===== config.mk =====
export PLATFORM = sky130hd
export DESIGN_NAME = seq_mult
export DESIGN_NICKNAME = d
export VERILOG_FILES = /design/src/rtl/seq_mult_pkg.sv /design/src/rtl/seq_mult_bit_counter.sv /design/src/rtl/seq_mult.sv
export SDC_FILE = /design/constraint.sdc
export NUM_CORES = 1
export LEC_CHECK = 0
export CAP_MARGIN = 20
export CORE_AREA = 4 4 75 112
export CTS_CLUSTER_SIZE = 20
export DETAILED_ROUTE_END_ITERATION = 8
export DIE_AREA = 0 0 79 116
export GPL_ROUTABILITY_DRIVEN = 0
export PLACE_DENSITY_LB_ADDON = 0.15
export SLEW_MARGIN = 10
export SYNTH_ARGS = -nofsm -noshare
export SYNTH_HDL_FRONTEND = slang
export SYNTH_SLANG_ARGS = --single-unit
export TNS_END_PERCENT = 5

===== constraint.sdc =====
create_clock -name clk -period 2.53 [get_ports clk]
set_input_delay 0.3795 -clock clk [delete_from_list [all_inputs] [get_ports clk]]
set_output_delay 0.3795 -clock clk [all_outputs]
set_load 0.05 [all_outputs]

===== src/rtl/seq_mult_pkg.sv =====
// Shared definitions for the sequential shift-and-add multiplier.
package seq_mult_pkg;

    // Operand width used when the instantiating code does not override N.
    localparam int DEFAULT_N = 8;

    // Controller states; the encodings are fixed so other lab blocks can decode them.
    typedef enum logic [1:0] {
        IDLE = 2'd0,
        RUN  = 2'd1,
        DONE = 2'd2
    } state_t;

    // Width of a counter that must be able to hold the value n without wrapping.
    function automatic int cnt_width(input int n);
        return $clog2(n + 1);
    endfunction

endpackage


===== src/rtl/seq_mult_bit_counter.sv =====
// Small up-counter that tracks how many multiplier bits have been consumed.
module bit_counter #(
    parameter int W = 4
) (
    input  logic         clk,
    input  logic         rst,
    input  logic         clr,
    input  logic         en,
    output logic [W-1:0] cnt
);

    logic [W-1:0] cnt_q;

    // Clear has priority so a new operation always starts counting from zero.
    always_ff @(posedge clk or posedge rst) begin
        if (rst) begin
            cnt_q <= '0;
        end else if (clr) begin
            cnt_q <= '0;
        end else if (en) begin
            cnt_q <= cnt_q + 1'b1;
        end
    end

    assign cnt = cnt_q;

endmodule


===== src/rtl/seq_mult.sv =====
// Unsigned N x N sequential multiplier: one multiplier bit per RUN cycle.
module seq_mult
    import seq_mult_pkg::*;
#(
    parameter int N = DEFAULT_N
) (
    input  logic           clk,
    input  logic           rst,
    input  logic           start,
    input  logic [N-1:0]   a,
    input  logic [N-1:0]   b,
    output logic           busy,
    output logic           done,
    output logic [2*N-1:0] p
);

    localparam int CW = cnt_width(N);

    state_t         state_q, state_d;
    logic [2*N-1:0] multiplicand_q, multiplicand_d;
    logic [N-1:0]   multiplier_q, multiplier_d;
    logic [2*N-1:0] accum_q, accum_d;
    logic [2*N-1:0] product_q, product_d;
    logic [2*N-1:0] accumNext;
    logic [CW-1:0]  bitCnt;
    logic           acceptStart;
    logic           lastRun;

    // A new request is only taken when no multiplication is in flight.
    assign acceptStart = start && ((state_q == IDLE) || (state_q == DONE));
    assign lastRun     = (state_q == RUN) && (bitCnt == CW'(N - 1));

    bit_counter #(
        .W   (CW)
    ) u_bit_counter (
        .clk (clk),
        .rst (rst),
        .clr (acceptStart),
        .en  (state_q == RUN),
        .cnt (bitCnt)
    );

    // Controller state register.
    always_ff @(posedge clk or posedge rst) begin
        if (rst) begin
            state_q <= IDLE;
        end else begin
            state_q <= state_d;
        end
    end

    // Next-state logic: RUN lasts exactly N cycles, DONE can chain straight into RUN.
    always_comb begin
        state_d = state_q;
        case (state_q)
            IDLE:    if (start) state_d = RUN;
            RUN:     if (lastRun) state_d = DONE;
            DONE:    state_d = start ? RUN : IDLE;
            default: state_d = IDLE;
        endcase
    end

    // Status outputs are pure decodes of the state.
    always_comb begin
        busy = 1'b0;
        done = 1'b0;
        case (state_q)
            RUN:     busy = 1'b1;
            DONE:    done = 1'b1;
            default: begin
                busy = 1'b0;
                done = 1'b0;
            end
        endcase
    end

    // Shift-and-add datapath; the product register only moves on the edge into DONE.
    always_comb begin
        accumNext      = multiplier_q[0] ? (accum_q + multiplicand_q) : accum_q;
        multiplicand_d = multiplicand_q;
        multiplier_d   = multiplier_q;
        accum_d        = accum_q;
        product_d      = product_q;
        if (acceptStart) begin
            multiplicand_d = {{N{1'b0}}, a};
            multiplier_d   = b;
            accum_d        = '0;
        end else if (state_q == RUN) begin
            accum_d        = accumNext;
            multiplicand_d = multiplicand_q << 1;
            multiplier_d   = multiplier_q >> 1;
            if (lastRun) begin
                product_d = accumNext;
            end
        end
    end

    // Datapath registers, all cleared by reset so an abandoned operation leaves p at zero.
    always_ff @(posedge clk or posedge rst) begin
        if (rst) begin
            multiplicand_q <= '0;
            multiplier_q   <= '0;
            accum_q        <= '0;
            product_q      <= '0;
        end else begin
            multiplicand_q <= multiplicand_d;
            multiplier_q   <= multiplier_d;
            accum_q        <= accum_d;
            product_q      <= product_d;
        end
    end

    assign p = product_q;

endmodule


==> out/qor.txt <==
outcome - complete, no violations
switching power - 2.603 mW
Crit Path Max Fanout - 2
number of global-route vias before repair - 2638
post-route ant nets - 0
YS warnings - 0
Area growth, synth to finish - 27.05%
EDFF count, synth - 0
CTS H-tree lvls - 3
Die Span Y - 116 um
Sequential Power Share - 0.282
Final period util - 0.9431
Syn Inst Count - 337
DRT Pass-1 Iters - 4
clk buf depth - 2
# diodes - 0
via count - 2665
initial antenna violation count - 0
IO Port Bufs - 36
Syn Std Cell Area - 3288 um^2
Post-synth top flop - dfrtp_1
Max Cap Viol - 0
final-stage net count - 417
fmax - 419.1 MHz
Setup crit start kind - register
FF+latch count, synth - 62
largest net degree at the start of global routing - 31
post-CTS setup buffer count - 0
Pwr per Cell Area - 1473 nW/um^2
RSZ-0062 raised after global routing - false
Overall Power - 6.155 mW
CP startpoint - multiplicand_q[0]$_DFFE_PP0P_
Worst-Margin Slew - 0.5297 ns
Hold Crit Class - in -> async
Compound-Gate Fraction of Synth Area - 0.2173
total internal power - 3.552 mW
DIE AREA - 9164 um^2
clock root buffer - clkbuf_16
residual DRC count - 0
gr ovfl total - 0
CTS Sinks - 62
share of cells above drive strength 1 - 0.1114
Hold Fails Final Rpt - 0
fin crit period - 2.386 ns
post-synthesis adder-cell area fraction - 0.06697
Async SR Flop Fraction - 1.000
most common cell after layout, fill and taps aside - dfrtp_1
DRT Wirelength - 7.678 mm
Worst Path Required - 2.77 ns
sequential fraction of the synthesis area - 0.4718
CTS tree - built
Max rail drop VDD - 0.6091 mV
Sw Ratio - 0.4229
DRT iter0 DRCs - 135
Global Route Usage Sum - 0.1841
main combinational cell family by area after synthesis - compound AO/OA/AOI/OAI gates
row count - 39
CP Class - reg -> reg
syn_area_per_cell - 9.757 um^2
cts hold-fix bufs - 0
Worst setup EP type - register
fillers - 706
Mapped Nets - 373
DP Wirelength - 5.576 mm
Setup violations, final - 0
worst relative slew slack - 0.6464
Clk pin slew, worst setup/hold paths - 0.05 ns
TritonCTS buffer count - 9
Critical Path AT - 2.62 ns
Finished Layout Cells - 488
clock latency on the worst-skew pair - 0.34 ns
clk_skew - 0.007801 ns
post-synthesis simple-gate area fraction - 0.1541
Die Wd - 79 um
post-placement cell count - 472
core area - 7515 um^2
Yosys cell types - 51
initial core utilization - 0.4376
Clk pwr share - 0.213
setup TNS - 0 ns
DR WL/cell - 15.73 um
R2R Path Start - multiplicand_q[0]$_DFFE_PP0P_
logic gate share of total power - 0.505
first-pass GRT wire length - 12.82 mm
final slew viol count - 0
Leakage - 1.978 nW
xor/xnor share of the synthesized area - 0.03729
I/O Pins - 37
most frequent cells in the layout - 62 x dfrtp_1, 50 x nand2_1, 35 x clkdlybuf4s50_1, 27 x o21ai_0, 18 x a21oi_1
DR vias/cell - 5.461
mux cell area share after synthesis - 0.02435
-- routing by layer --
layer  vias up  global-route usage  wire length, um
li1       1315                   -                -
met1      1280              0.2040             3155
met2        52              0.3200             3970
met3        18             0.04355              312
met4         0              0.1067              240
met5         -                   0                0
-- through the flow --
stage | utilization | setup slack (ns) | hold WS (ns) | cell area (um^2)
6_report | 0.5559 | 0.1440 | 0.4024 | 4178
4_1_cts | 0.5549 | 0.04409 | 0.4218 | 4170
3_3_place_gp | 0.5122 | 0.06072 | 0.4589 | 3849
2_1_floorplan | - | 0.1182 | 0.4463 | 3288
5_1_grt | 0.5559 | 0.02471 | 0.4570 | 4178
3_5_place_dp | 0.5122 | 0.02324 | 0.4715 | 3849
-- worst paths after layout --
path / end / slack, ns / depth (start not counted)
worst min register to register: p[7]$_DFFE_PP0P_ / 0.48 / 1
worst max-delay path: p[14]$_DFFE_PP0P_ / 0.14 / 8
max in group asynchronous: accum_q[8]$_DFFE_PP0P_ / 1.57 / 3
min in group clk: p[7]$_DFFE_PP0P_ / 0.48 / 1
worst min-delay path: multiplier_q[5]$_DFFE_PP0P_ / 0.40 / 2
worst max register to register: p[14]$_DFFE_PP0P_ / 0.14 / 8
-- cell families after synthesis --
family	after synthesis
AOI/OAI and AO/OA	104
DFF	62
muxes	8
adders and majority gates	17
xor gates and xnor gates	14
buffers and inverters	24
and+or+nand+nor	108
-- power groups by stage --
stage,registers (mW),logic [mW],clock network (mW)
floorplan,2.08,1.86,0
global placement,1.74,3.07,0
detailed placement,1.75,3.12,0
CTS,1.74,3.13,1.33
global route,1.80,3.42,1.38
finish,1.74,3.11,1.31
-- registers in the layout (all words and copies together) (netlist names) --
signal and flops:
accum_q 16, state_q 2, p 16, multiplier_q 8, multiplicand_q 16, u_bit_counter.cnt 4
-- worst max-delay path: stages (launching register included) --
cell and delay [ns]:
dfrtp_1 0.38, ha_1 0.24, fa_2 0.35, a21o_1 0.17, and4_1 0.21, o311a_1 0.36
o31ai_2 0.20, xor2_1 0.11, a311oi_1 0.26
-- area by class of cell --
cell class / instances / area, um^2 / area share
multi-input cells: 251 / 1657 / 0.3965
flip-flops and latches: 62 / 1551 / 0.3714
repair buffers: 53 / 510.5 / 0.1222
clock buffers: 12 / 246.5 / 0.05900
well taps: 102 / 127.6 / 0.03055
clock inverters: 4 / 70.07 / 0.01677
inverters: 4 / 15.01 / 0.003594
-- synthesized netlist by cell type (4+ instances only) --
cell type | count | area [um^2]
dfrtp_1 | 62 | 1551
xor2_1 | 7 | 61.31
a22o_1 | 11 | 96.34
xnor2_1 | 7 | 61.31
nand2_1 | 50 | 187.7
nor2_1 | 16 | 60.06
a31o_2 | 4 | 35.03
nor3_1 | 4 | 20.02
ha_1 | 16 | 200.2
mux2i_1 | 8 | 80.08
a21o_1 | 8 | 60.06
a21oi_1 | 18 | 90.09
and3_1 | 7 | 43.79
clkbuf_1 | 14 | 52.55
a22oi_1 | 13 | 97.59
o21ai_0 | 27 | 135.1
buf_1 | 4 | 15.01
nand3_1 | 15 | 75.07
-- what timing repair did --
action,in CTS,in global routing
gates resized for setup,1,2
setup endpoints to repair,1,3
pin swaps,0,2
Power figures use the tool's default switching activity.
